[src/rtl/change_logger.sv]
// -----------------------------------------------------------------------------
// change_logger
//   Watches a sampled data word and records every value change as a
//   {delta-time, value, keepalive} entry in an internal show-ahead FIFO.
//   A downstream reader drains entries over a valid/ready port, for example
//   to serialise them into a VCD-style change dump. Intended to sit beside
//   a DUT with sample_in tied to the DUT data output.
//
//   Handshake: an entry transfers on a rising clock edge where out_valid and
//   out_ready are both 1. out_valid never depends on out_ready. Head fields
//   are held stable while out_valid=1 and out_ready=0. out_ready is ignored
//   while out_valid=0.
//
// Parameters
//   WIDTH   width of the sampled word and out_value
//   TIME_W  width of the delta counter and out_delta (saturates at 2**TIME_W-1)
//   DEPTH   FIFO entries, power of two, >= 2
//
// Ports
//   clock          rising-edge clock, sole clock domain
//   reset          synchronous, active-high
//   sample_in      word under observation, sampled every cycle
//   out_valid      FIFO head entry valid
//   out_ready      reader accepts the head entry
//   out_value      value of the head entry
//   out_delta      cycles since the previous entry (first entry after reset: 0)
//   out_keepalive  head entry is a keepalive (counter saturated), not a change
//   count          entries currently stored, 0..DEPTH
//   overflow       sticky: an entry was dropped because the FIFO was full
// -----------------------------------------------------------------------------
module change_logger #(
   parameter int WIDTH  = 8,
   parameter int TIME_W = 16,
   parameter int DEPTH  = 16
) (
   input  logic                     clock,
   input  logic                     reset,
   input  logic [WIDTH-1:0]         sample_in,
   output logic                     out_valid,
   input  logic                     out_ready,
   output logic [WIDTH-1:0]         out_value,
   output logic [TIME_W-1:0]        out_delta,
   output logic                     out_keepalive,
   output logic [$clog2(DEPTH):0]   count,
   output logic                     overflow
);

   localparam int AW = $clog2(DEPTH);
   localparam int CW = AW + 1;
   localparam logic [TIME_W-1:0] CTR_MAX  = '1;
   localparam logic [TIME_W-1:0] CTR_ONE  = TIME_W'(1);
   localparam logic [CW-1:0]     FULL_CNT = CW'(DEPTH);

   typedef enum logic [0:0] {
      ST_FIRST = 1'b0,
      ST_RUN   = 1'b1
   } state_t;

   typedef struct packed {
      logic              ka;
      logic [TIME_W-1:0] delta;
      logic [WIDTH-1:0]  value;
   } entry_t;

   // Input stage and change detector state
   logic [WIDTH-1:0]  s_q;
   logic              s_vld_q;   // s_q holds a real sample taken after reset
   logic [WIDTH-1:0]  last_q, last_d;
   logic [TIME_W-1:0] ctr_q, ctr_d;
   state_t            state_q, state_d;

   // FIFO state
   entry_t            mem_q [DEPTH];
   logic [AW-1:0]     wr_ptr_q, wr_ptr_d;
   logic [AW-1:0]     rd_ptr_q, rd_ptr_d;
   logic [CW-1:0]     count_q, count_d;
   logic              overflow_q, overflow_d;

   logic              push;
   entry_t            push_entry;
   logic              pop;
   logic              full;
   logic              wr_en;
   entry_t            head;

   // Change detector: decides whether this cycle produces an entry
   always_comb begin
      state_d    = state_q;
      last_d     = last_q;
      ctr_d      = ctr_q;
      push       = 1'b0;
      push_entry = '0;
      case (state_q)
         ST_FIRST: begin
            if (s_vld_q) begin
               push       = 1'b1;
               push_entry = '{ka: 1'b0, delta: '0, value: s_q};
               last_d     = s_q;
               ctr_d      = CTR_ONE;
               state_d    = ST_RUN;
            end
         end
         ST_RUN: begin
            if (s_q != last_q) begin
               push       = 1'b1;
               push_entry = '{ka: 1'b0, delta: ctr_q, value: s_q};
               last_d     = s_q;
               ctr_d      = CTR_ONE;
            end else if (ctr_q == CTR_MAX) begin
               // Saturated: emit a keepalive so the dump never loses time
               push       = 1'b1;
               push_entry = '{ka: 1'b1, delta: ctr_q, value: last_q};
               ctr_d      = CTR_ONE;
            end else begin
               ctr_d = ctr_q + CTR_ONE;
            end
         end
         default: state_d = ST_FIRST;
      endcase
   end

   // FIFO control. A full FIFO still accepts a push when the head is popped
   // in the same cycle; otherwise the entry is dropped and overflow latches.
   always_comb begin
      pop        = out_valid && out_ready;
      full       = (count_q == FULL_CNT);
      wr_en      = push && (!full || pop);
      wr_ptr_d   = wr_ptr_q;
      rd_ptr_d   = rd_ptr_q;
      count_d    = count_q;
      overflow_d = overflow_q || (push && full && !pop);
      if (wr_en) begin
         wr_ptr_d = wr_ptr_q + AW'(1);
      end
      if (pop) begin
         rd_ptr_d = rd_ptr_q + AW'(1);
      end
      case ({wr_en, pop})
         2'b10:   count_d = count_q + CW'(1);
         2'b01:   count_d = count_q - CW'(1);
         default: count_d = count_q;
      endcase
   end

   always_ff @(posedge clock) begin
      if (reset) begin
         s_q        <= '0;
         s_vld_q    <= 1'b0;
         last_q     <= '0;
         ctr_q      <= '0;
         state_q    <= ST_FIRST;
         wr_ptr_q   <= '0;
         rd_ptr_q   <= '0;
         count_q    <= '0;
         overflow_q <= 1'b0;
      end else begin
         s_q        <= sample_in;
         s_vld_q    <= 1'b1;
         last_q     <= last_d;
         ctr_q      <= ctr_d;
         state_q    <= state_d;
         wr_ptr_q   <= wr_ptr_d;
         rd_ptr_q   <= rd_ptr_d;
         count_q    <= count_d;
         overflow_q <= overflow_d;
      end
   end

   // Storage needs no reset: only slots between rd_ptr and wr_ptr are visible
   always_ff @(posedge clock) begin
      if (!reset && wr_en) begin
         mem_q[wr_ptr_q] <= push_entry;
      end
   end

   // Show-ahead head, forced to zero while the FIFO is empty
   always_comb begin
      head          = mem_q[rd_ptr_q];
      out_valid     = (count_q != '0);
      out_value     = out_valid ? head.value : '0;
      out_delta     = out_valid ? head.delta : '0;
      out_keepalive = out_valid ? head.ka    : 1'b0;
      count         = count_q;
      overflow      = overflow_q;
   end

endmodule

[config.mk]
export PLATFORM = sky130hd
export DESIGN_NAME = change_logger
export DESIGN_NICKNAME = d
export VERILOG_FILES = /design/src/rtl/change_logger.sv
export SDC_FILE = /design/constraint.sdc
export NUM_CORES = 1
export LEC_CHECK = 0
export ABC_AREA = 1
export BUFFER_PORTS_ARGS = -buffer_cell sky130_fd_sc_hd__buf_2
export CORE_MARGIN = 2
export CORE_UTILIZATION = 62
export CTS_CLUSTER_DIAMETER = 120
export DETAILED_ROUTE_END_ITERATION = 7
export GPL_TIMING_DRIVEN = 0
export PLACE_DENSITY = 0.79
export SYNTH_ARGS = -nofsm -noshare
export SYNTH_HDL_FRONTEND = slang
export SYNTH_SLANG_ARGS = --single-unit
[constraint.sdc]
create_clock -name clock -period 3.8 [get_ports clock]
set_input_delay 0.76 -clock clock [delete_from_list [all_inputs] [get_ports clock]]
set_output_delay 0.76 -clock clock [all_outputs]
set_load 0.02 [all_outputs]
Word-level counts from Yosys, hierarchy flattened
Memory sizes are Yosys's and may differ from the RTL's. A register that Yosys moved wholly into a read port is not among the register bits.
Index checks and enable logic that the tools add are counted.
Word-level totals
  memory bits (writable): 400
  bits of input ports: 11
  bits in registers: 48
  memories: 1
  output and inout port bits: 32
Cells by class
  multiplexer cells: 25
  equal/unequal tests: 7
  bitwise logic cells: 1
  add/sub/neg operators: 5
  reductions and logical operators: 13
Memory list
  mem_q: depth 16, bits a word 25, rd ports 1, clocked after Yosys merged registers in 1, write ports 1, line 73  | entry_t mem_q [DEPTH];
Operators with widths (number)
  $mux W16: 4
  $mux W25: 2
  $pmux W25 S2: 1
  $mux W8: 4
  $pmux W16 S2: 1
  $add A16 B1 Y16 const B: 1
  $eq A16 B16 Y1 const B: 1
  $pmux W8 S2: 1
  $pmux W5 S2: 1
  $add A4 B1 Y4 const B: 2
  $mux W1: 8
  $mux W4: 2
  $ne A8 B8 Y1: 1
  $add A5 B1 Y5 const B: 1
  $eq A5 B5 Y1 const B: 1
  $logic_and A1 B1 Y1: 5
  $reduce_bool A5 Y1: 1
  $sub A5 B1 Y5 const B: 1
  $logic_not A1 Y1: 3
  $eq A2 B1 Y1 const B: 1
  $eq A2 B2 Y1 const B: 1
  $logic_or A1 B1 Y1: 2
  $ne A2 B1 Y1 const B: 1
  $ne A2 B2 Y1 const B: 1
  4 further kinds: 4

Depth between registers and ports, before layout
Gate-level depths: netlist of the first run.
  word-level depth: 8
  depth in mapped cells: 18
  mapped depth without buffers: 18

Worst setup path before layout of the first run
No wires, ideal clock.
  kind: register -> register
  start: register count_q[0] (netlist: count[0])
  end: memory mem_q[0][0] (netlist name) (enable)
  setup time: 0.407 ns
  cell stages (with the launch flop): 13
  clock period less this slack: 3.133 ns
  path buffers: 0
  data arrival time: 2.726 ns
  path slack: 0.667 ns
  cells stage by stage: dfxtp_1 inv_1 nand3_1 inv_1 nand2_1 nand2_1 nand3_1 inv_1 nor2_8 inv_4 nor2_8 nand2_4 nor2_1
Between the ends
  longest elaborated chain between the ends: 7
Ends and longest elaborated chain
  from (decl): line 76  | logic [CW-1:0] count_q, count_d;
  from (signal assigned): line 164  | count_q <= count_d;
  $reduce_bool A5 Y1: line 179  | out_valid = (count_q != '0);
  named net out_valid: line 39  | output logic out_valid,
  $logic_and A1 B1 Y1: line 125  | pop = out_valid && out_ready;
  $logic_or A1 B1 Y1: line 127  | wr_en = push && (!full || pop);
  $logic_and A1 B1 Y1: line 127
  $logic_and A1 B1 Y1: line 171  | if (!reset && wr_en) begin
  $mux W1: line 171
  $mux W1 (implied by the code): line 172  | mem_q[wr_ptr_q] <= push_entry;
  to (decl): line 73
The timed path passes the listed nets, and every way through them passes these cells.

==> results of run 1 <==
## Yosys cell counts (2+ instances only)
cell type / count / area [um2]
nand2_2: 4 / 25.02
nand2_1: 96 / 360.4
edfxtp_1: 400 / 12010
inv_1: 69 / 259.0
clkinv_1: 3 / 11.26
a21oi_1: 59 / 295.3
nor2_2: 2 / 12.51
nand2_4: 7 / 78.83
nor2_1: 288 / 1081
buf_2: 16 / 80.08
clkbuf_1: 72 / 270.3
xor2_1: 5 / 43.79
nor2_8: 3 / 60.06
o221ai_1: 78 / 683.2
inv_2: 5 / 18.77
o22ai_1: 23 / 143.9
dfxtp_1: 52 / 1041
ha_1: 9 / 112.6
o21ai_0: 228 / 1141
nand4_1: 2 / 12.51
o21ai_1: 10 / 50.05
nand3_1: 53 / 265.3
## metrics by stage
| step | worst slack, ns | cell area, um2 | utilization [%] |
|---|---|---|---|
| after floorplan | 0.6672 | 18200 | - |
| after global placement | -0.4320 | 18880 | 65.61 |
| after detailed placement | 0.3947 | 19070 | 66.27 |
| after CTS | 0.005095 | 20560 | 71.45 |
| after global routing | -0.02949 | 20620 | 71.64 |
| final | 0.01401 | 20620 | 71.64 |
## power breakdown
part           internal (W)  total (W)  leakage, nW  switching (W)
combinational      0.000872    0.00329         2.28        0.00242
clock               0.00269    0.00449        0.722        0.00180
sequential          0.00550    0.00557         4.13      0.0000721
## placed cells by master, fill, tap and decap left out, types with 45 or more instances in the layout
master,instances
buf_2,52
nor2_1,270
dfxtp_1,51
inv_1,69
nand2_1,96
clkbuf_1,57
a21oi_1,55
o21ai_0,220
nand3_1,53
clkbuf_16,45
edfxtp_1,400
o221ai_1,77
## sequential cells by signal, summed over array words and instances, names as in the netlist, named ones only
register and flops:
mem_q 400, ctr_q 16, last_q 8, s_q 8, count 5, rd_ptr_q 4
wr_ptr_q 4, overflow 1, s_vld_q 1, state_q 1
## critical path: cells and delay by family, from the launching register on
kind / cells / cell delay (ns)
buffers and inverters: 6 / 1.32
AND/OR/NAND/NOR: 2 / 0.21
AO/OA/AOI/OAI: 2 / 0.57
flip-flops: 1 / 0.37
## kinds of logic after synthesis
| logic type | count (synthesis) | share of synthesized area, % |
|---|---|---|
| and+or+nand+nor | 461 | 10.75 |
| DFF | 452 | 71.73 |
| xor gates and xnor gates | 5 | 0.2407 |
| adders and majority gates | 10 | 0.7289 |
| buffers and inverters | 167 | 3.589 |
| AOI/OAI and AO/OA | 404 | 12.96 |
## final timing paths
path	cells past startpoint	startpoint	slack (ns)	end
setup / recovery	10	flip-flop	0.01	out_delta[10]
hold / removal	3	sample_in[1]	0.42	s_q[1]
setup reg to reg	10	ctr_q[1]	0.66	mem_q[15][19]
hold reg to reg	1	overflow	0.47	overflow
## area by class of cell
class | count | area [um2]
plain buffers | 89 | 392.9
multi-input cells | 880 | 4643
flip-flops and latches | 452 | 13050
well taps | 384 | 480.5
clock inverters | 27 | 330.3
fillers | 1838 | 8163
inverters | 78 | 295.3
clock buffers | 49 | 1141
repair buffers | 49 | 280.3
## metal layers
layer | wire (um) | vias up | GRT usage (%)
li1 | - | 5660 | -
met1 | 17450 | 6196 | 44.52
met2 | 23110 | 1009 | 51.77
met3 | 6770 | 186 | 6.883
met4 | 2440 | 0 | 14.34
met5 | 0 | - | 0
## what timing repair did
action,4_1_cts,5_1_grt
setup endpoints to repair,20,23
hold buffers,0,0
pin swaps,0,0
resized for setup,13,23
==> flow_metrics.env, run 1 <==
export IMPL_core_area_um2=28780
export IMPL_rsz0062_at_grt="yes"
export IMPL_grt_pass1_vias=12710
export IMPL_ys_types=37
export IMPL_fp_dieW_um=175.3
export IMPL_htreeDepth=2
export IMPL_synthArstFlopShare_pct=0
export IMPL_start_util_pct=63.22
export IMPL_fmax_ghz=0.2641
export IMPL_hold_class="input port to flip-flop"
export IMPL_clock_skew_ns=0.01411
export IMPL_max_slew_margin_pct=2.857
export IMPL_die_y_um=175.3
export IMPL_dieArea_um2=30740
export IMPL_cpPeakStageDelay_ns=0.37
export IMPL_path_clk_slew_ns=0.06
export IMPL_vias=13050
export IMPL_post_cts_setup_buffers=0
export IMPL_boundaryPins=43
export IMPL_p_leak_nw=7.134
export IMPL_hpwl_um=30650
export IMPL_insertedDiodeCount=0
export IMPL_areaGrowthSynthToFinish_pct=13.31
export IMPL_worstSkewPairLatency_ns=0.55
export IMPL_drive_gt1_share_pct=12.19
export IMPL_synth_area_um2=18200
export IMPL_cts_sinks=452
export IMPL_crit_path_end_kind="primary output"
export IMPL_via_per_inst=6.500
export IMPL_arrival_ns=3.03
export IMPL_drt_initial_drc_count=2133
export IMPL_required_ns=3.04
export IMPL_grt_max_degree=26
export IMPL_fin_crit_ns=3.786
export IMPL_rows=62
export IMPL_grt_pass1_wl_um=74510
export IMPL_power_w=0.01335
export IMPL_critical_path_cell_chain="clkbuf_4, inv_2, buf_4, buf_2, buf_2, nor2_1, o221ai_1, nand3_1, a21oi_1, buf_2"
export IMPL_timing_hold_ws_ns=0.4170
export IMPL_ant_nets=0
export IMPL_tritoncts="yes"
export IMPL_startpoint_type="flip-flop"
export IMPL_postSynthCellCount=1499
export IMPL_syn_avg_cell_area_um2=12.14
export IMPL_crit_top_cell="buf_2"
export IMPL_dp_cells=1931
export IMPL_gp_congestion=0.8834
export IMPL_cts_root_buf="clkbuf_16"
export IMPL_yosys_warnings=0
export IMPL_finalNonFillerCells=2008
export IMPL_slew_viol_final=0
export IMPL_dr_pass1_iters=6
export IMPL_grt_overflow_total=0
export IMPL_final_nets=1614
export IMPL_vdd_drop_max_mv=0.4240
export IMPL_cts_buffer_depth=3
export IMPL_wl_per_cell_um=24.78
export IMPL_ys_seq_elements=452
export IMPL_finalHoldViolCount=0
export IMPL_power_density_nw_per_um2=647.6
export IMPL_worstPathMaxFanout=10
export IMPL_antenna_found_initial=0
export IMPL_finalSetupTns_ns=0
export IMPL_synth_edf_count=400
export IMPL_worst_path_max_delay_cell="dfxtp_2"
export IMPL_cts_buffers=43
export IMPL_seq_area_frac_synth_pct=71.73
export IMPL_routed_wl_um=49770
export IMPL_worst_slew_pin_slew_ns=1.452
export IMPL_maxCapViolCount=0
export IMPL_drc=0
export IMPL_fin_crit_sh_pct=99.63
export IMPL_critical_path_class="flip-flop to primary output"
export IMPL_setup_viol=0
export IMPL_globalRouteTotalUtil_pct=32.74
export IMPL_status="finished clean"
export IMPL_synth_nets=1520
export IMPL_port_buffers=41
export IMPL_ys_flop_type="edfxtp_1"
(Power assumes the default switching activity.)
==> run 2, diff against run 1 <==
- PLACE_DENSITY: 0.79 -> default
- PLACE_DENSITY_LB_ADDON: default -> 0.25
==> run 2 against run 1 <==
The flow now finishes with violations (setup timing). Wire length fell by 1.1%. Utilization increased by 0.074 points. Sequential share of layout area decreased by 0.071 points. Die area did not move. Critical path depth decreased by 3. Count of clock-buffer cells in the layout grew 7. Fmax is 0.99% lower. Worst hold slack got worse by 0.0091 ns. First-iteration DRC count fell by 22%. Flip-flop and latch count is the same. Clock power fell by 6.0%. Final cell count is 0.50% higher.
==> flow_metrics.env, run 2 (synthesis gave the netlist of run 1 again) <==
export IMPL_maxCapViolCount=0
export IMPL_wl_per_cell_um=24.40
export IMPL_regMostFlops="mem_q"
export IMPL_arrival_ns=3.06
export IMPL_areaGrowthSynthToFinish_pct=13.42
export IMPL_fillers=1913
export IMPL_cts_root_buf="clkbuf_16"
export IMPL_dr_pass1_iters=6
export IMPL_cts_sinks=452
export IMPL_placed_cell_area_um2=19190
export IMPL_cts_buffer_depth=3
export IMPL_core_area_um2=28780
export IMPL_globalRouteTotalUtil_pct=32.40
export IMPL_critical_path_cell_chain="clkbuf_4, buf_1, o21ai_0, o221ai_1, nand3_1, a21oi_1, buf_2"
export IMPL_rsz0062_at_grt="yes"
export IMPL_finalHoldViolCount=0
export IMPL_vias=12960
export IMPL_grt_max_degree=26
export IMPL_slew_viol_final=0
export IMPL_startpoint_type="flip-flop"
export IMPL_final_cell_mix="400 x edfxtp_1, 272 x nor2_1, 220 x o21ai_0, 96 x nand2_1, 76 x o221ai_1"
export IMPL_largest_reg_flops=400
export IMPL_final_common_cell="edfxtp_1"
export IMPL_ant_nets=0
export IMPL_worst_slew_pin_slew_ns=1.444
export IMPL_fmax_ghz=0.2615
export IMPL_cpPeakStageDelay_ns=0.58
export IMPL_via_per_inst=6.423
export IMPL_failed_checks="setup timing"
export IMPL_setup_slack_ns=-0.02370
export IMPL_cts_buffers=45
export IMPL_drt_initial_drc_count=1656
export IMPL_grt_pass1_vias=12480
export IMPL_grt_pass1_wl_um=73680
export IMPL_critical_path_class="flip-flop to primary output"
export IMPL_clock_skew_ns=0.02375
export IMPL_gp_congestion=0.8791
export IMPL_final_nets=1622
export IMPL_fin_util_pct=71.71
export IMPL_port_buffers=41
export IMPL_setup_viol=1
export IMPL_finalNonFillerCells=2018
export IMPL_status="finished with violations"
export IMPL_tritoncts="yes"
export IMPL_path_delay_family="buffers and inverters"
export IMPL_power_density_nw_per_um2=631.9
export IMPL_fin_crit_sh_pct=100.6
export IMPL_drc=0
export IMPL_vdd_drop_max_mv=0.4223
export IMPL_dp_cells=1937
export IMPL_hpwl_um=31120
export IMPL_grt_overflow_total=0
export IMPL_routed_wl_um=49240
export IMPL_hold_class="input port to flip-flop"
export IMPL_die_y_um=175.3
export IMPL_required_ns=3.04
export IMPL_dieArea_um2=30740
export IMPL_fin_crit_ns=3.824
export IMPL_ctsHoldBuffers=0
export IMPL_worst_path_max_delay_cell="buf_1"
export IMPL_worstSkewPairLatency_ns=0.55
export IMPL_start_util_pct=63.22
export IMPL_top_regs="mem_q (400), ctr_q (16)"
export IMPL_boundaryPins=43
export IMPL_crit_path_end_kind="primary output"
export IMPL_final_area_um2=20640
export IMPL_path_clk_slew_ns=0.06
export IMPL_post_cts_setup_buffers=0
export IMPL_p_leak_nw=7.131
export IMPL_insertedDiodeCount=0
export IMPL_antenna_found_initial=0
export IMPL_htreeDepth=2
export IMPL_cp_num_buf_inv=3
export IMPL_max_slew_margin_pct=3.386
export IMPL_worstPathMaxFanout=10
export IMPL_rows=62
export IMPL_fp_dieW_um=175.3
export IMPL_power_w=0.01304
export IMPL_drive_gt1_share_pct=11.87
## run 2: what timing repair did
item	4_1_cts	5_1_grt
pin swaps	0	0
endpoints found under the setup margin	10	20
endpoints found under the hold margin	0	0
gates resized for setup	3	24
## run 2: cell type report
class	instances	area, um2	area share [%]
multi-input combinational	880	4641	22.49
tap	384	480.5	2.328
clock buffer	56	1220	5.911
inverter	78	295.3	1.431
sequential	452	13050	63.24
buffer	89	386.6	1.873
clock inverter	24	171.4	0.8306
timing repair buffer	55	391.6	1.898
## run 2: final timing paths
path | start | endpoint | depth (start not counted) | slack, ns
setup / recovery | flip-flop | out_value[5] | 7 | -0.02
hold / removal | sample_in[6] | s_q[6] | 3 | 0.41
setup reg to reg | ctr_q[1] | mem_q[0][13] | 10 | 0.70
hold reg to reg | rd_ptr_q[3] | flip-flop | 2 | 0.47
## run 2: worst register-to-register path: cells and delay by family, from the launching register on
family	cells	cell delay (ns)
simple gates	8	1.87
flops	1	0.37
buf+inv	1	0.25
fa+ha+maj	1	0.19
## run 2: where the power goes
part / internal, W / leakage [nW] / total (W) / switching (W)
clock: 0.00241 / 0.691 / 0.00422 / 0.00181
combinational: 0.000878 / 2.31 / 0.00326 / 0.00238
sequential: 0.00550 / 4.13 / 0.00557 / 0.0000688
## run 2: stage by stage
stage	setup TNS, ns	setup WS [ns]	hold slack (ns)
after floorplan	0	0.6672	0.4365
after global placement	-154.44	-0.5081	0.4473
after detailed placement	0	0.4572	0.4518
after CTS	0	0.005439	0.4097
after global routing	-0.1303	-0.05555	0.4147
final	-0.02370	-0.02370	0.4079
## run 2: per-layer routing
layer	global-route usage, %	part of all wire, %	routed length (um)
met1	43.45	37	17980
met2	52.46	48	23510
met3	7.035	12	5966
met4	12.64	3.6	1783
met5	0	0	0
==> run 3, diff against run 2 <==
- CORE_ASPECT_RATIO: default -> 1.4
- REMOVE_ABC_BUFFERS: default -> 1
==> run 3 against run 2 <==
The flow now finishes without violations. Critical endpoint is now out_value[4]. Global-route usage shrank 3.9 points. Die area barely moved. Critical path depth is the same. Sequential power rose by 1%. Largest power group unchanged. Utilization is 0.44 points lower. First-iteration DRC count fell by 6.9%. Final cell count is 4.1% lower. Fmax up 4.8%. Clock power shrank 5.7%.
==> flow_metrics.env, run 3 (synthesis gave the netlist of run 1 again) <==
export IMPL_rows=74
export IMPL_place_ws_ns=0.006745
export IMPL_port_buffers=42
export IMPL_largest_reg_flops=400
export IMPL_max_slew_margin_pct=18.30
export IMPL_dr_pass1_iters=5
export IMPL_worst_slew_pin_slew_ns=1.226
export IMPL_min_to="s_q[2]"
export IMPL_fp_dieW_um=148.8
export IMPL_maxCapViolCount=0
export IMPL_vdd_drop_max_mv=0.6263
export IMPL_power_w=0.01267
export IMPL_finalHoldViolCount=0
export IMPL_grt_max_degree=101
export IMPL_vias=12470
export IMPL_timing_hold_ws_ns=0.4149
export IMPL_cts_buffers=40
export IMPL_crit_top_cell="buf_12"
export IMPL_cts_sinks=452
export IMPL_regMostFlops="mem_q"
export IMPL_hpwl_um=22960
export IMPL_final_common_cell="edfxtp_1"
export IMPL_path_clk_slew_ns=0.06
export IMPL_p_leak_nw=7.128
export IMPL_globalRouteTotalUtil_pct=28.51
export IMPL_worst_path_max_delay_cell="dfxtp_2"
export IMPL_antenna_found_initial=0
export IMPL_slew_viol_final=0
export IMPL_fin_crit_sh_pct=96.02
export IMPL_routed_wl_um=44730
export IMPL_worstSkewPairLatency_ns=0.55
export IMPL_drc=0
export IMPL_r2r_cells=13
export IMPL_regToRegStartpoint="state_q"
export IMPL_startpoint_type="flip-flop"
export IMPL_boundaryPins=43
export IMPL_whs_path_depth=3
export IMPL_hold_class="input port to flip-flop"
export IMPL_min_delay_start="sample_in[2]"
export IMPL_dp_cells=1854
export IMPL_drive_gt1_share_pct=11.44
export IMPL_power_density_nw_per_um2=611.3
export IMPL_setup_viol=0
export IMPL_clock_skew_ns=0.03043
export IMPL_tritoncts="yes"
export IMPL_rr_endpoint="count[4]"
export IMPL_grt_pass1_vias=11980
export IMPL_ant_nets=0
export IMPL_rsz0062_at_grt="no"
export IMPL_critical_path_cell_chain="buf_12, inv_2, buf_12, o221ai_1, nand3_1, a21oi_1, buf_2"
export IMPL_ctsHoldBuffers=0
export IMPL_cts_buffer_depth=3
export IMPL_crit_path_end_kind="primary output"
export IMPL_via_per_inst=6.440
export IMPL_start_util_pct=62.59
export IMPL_core_area_um2=29070
export IMPL_setup_slack_ns=0.1513
export IMPL_drt_initial_drc_count=1542
export IMPL_dieArea_um2=30750
export IMPL_grt_overflow_total=0
export IMPL_insertedDiodeCount=0
export IMPL_gp_congestion=0.8434
export IMPL_cp_num_buf_inv=4
export IMPL_grt_pass1_wl_um=66070
export IMPL_finalSetupTns_ns=0
export IMPL_finalNonFillerCells=1936
export IMPL_wl_per_cell_um=23.10
export IMPL_worstPathMaxFanout=35
export IMPL_required_ns=3.04
export IMPL_r2r_slack_ns=0.61
export IMPL_status="finished clean"
export IMPL_cts_root_buf="clkbuf_16"
export IMPL_cpPeakStageDelay_ns=0.74
export IMPL_final_cell_mix="400 x edfxtp_1, 272 x nor2_1, 220 x o21ai_0, 96 x nand2_1, 78 x o221ai_1"
export IMPL_fin_crit_ns=3.649
export IMPL_top_regs="mem_q (400), ctr_q (16)"
export IMPL_die_y_um=206.7
export IMPL_arrival_ns=2.89
export IMPL_htreeDepth=2
export IMPL_path_delay_family="buffers and inverters"
export IMPL_final_nets=1545
export IMPL_critical_path_class="flip-flop to primary output"
export IMPL_areaGrowthSynthToFinish_pct=13.87
export IMPL_fmax_ghz=0.2741
[run 3: cell count changes in the layout (fill, tap and decap cells not counted), sizes merged]
cell / before / now
clkbuf: 133 / 68
clkinv: 23 / 11
bufinv: 2 / 0
buf: 67 / 68
bufbuf: 0 / 1
inv: 76 / 75
[run 3: what timing repair did]
action                     in CTS  in global routing
buffers inserted                1                  1
gates cloned                    3                  2
hold endpoints to repair        0                  0
setup endpoints to repair      25                 17
resized for setup               6                  1
[run 3: final cells by class]
class	instances	area (um2)
clock buffers	66	1254
multi-input cells	880	4617
fillers	1865	8353
well taps	380	475.5
repair buffers	71	923.4
clock inverters	8	50.05
repair inverters	1	8.758
flip-flops and latches	452	13060
inverters	78	329.1
[run 3: routing by layer]
metal,up-vias,global-route usage [%],wire (um)
met4,0,12.24,1680
met1,6068,37.45,16760
li1,5515,-,-
met5,-,0,0
met2,764,47.65,22040
met3,121,4.769,4249
[run 3: worst max-delay path by stage]
stage | start | endpoint | slack (ns) | depth (start not counted)
after detailed placement | flip-flop | out_delta[12] | 0.007 | 9
after global routing | flip-flop | out_delta[15] | 0.03 | 11
final | flip-flop | out_value[4] | 0.15 | 7
after floorplan | flip-flop | out_delta[13] | -3.28 | 7
after global placement | flip-flop | out_value[7] | -8.18 | 6
after CTS | flip-flop | out_delta[13] | 0.04 | 7
[run 3: worst register-to-register path: stages, from the launching register on]
cell and delay [ns]:
dfxtp_1 0.37, nor2_1 0.86, inv_1 0.41, nand2_4 0.27, nand2_2 0.11, inv_1 0.11, ha_1 0.28, a21o_1 0.17
a31oi_1 0.17, inv_1 0.06, nand2_1 0.08, nand3_1 0.08, nand2_1 0.07, nor2_1 0.05
[run 3: power breakdown]
group	total, W	internal [W]	switching (W)
clock	0.00398	0.00226	0.00172
sequential	0.00564	0.00550	0.000144
combinational	0.00304	0.000958	0.00208
[run 3: metrics by stage]
step | utilization, % | cell area (um2)
6_report | 71.27 | 20720
5_1_grt | 71.27 | 20720
4_1_cts | 70.95 | 20630
3_5_place_dp | 66.08 | 19210
3_3_place_gp | 63.72 | 18520
2_1_floorplan | - | 17840
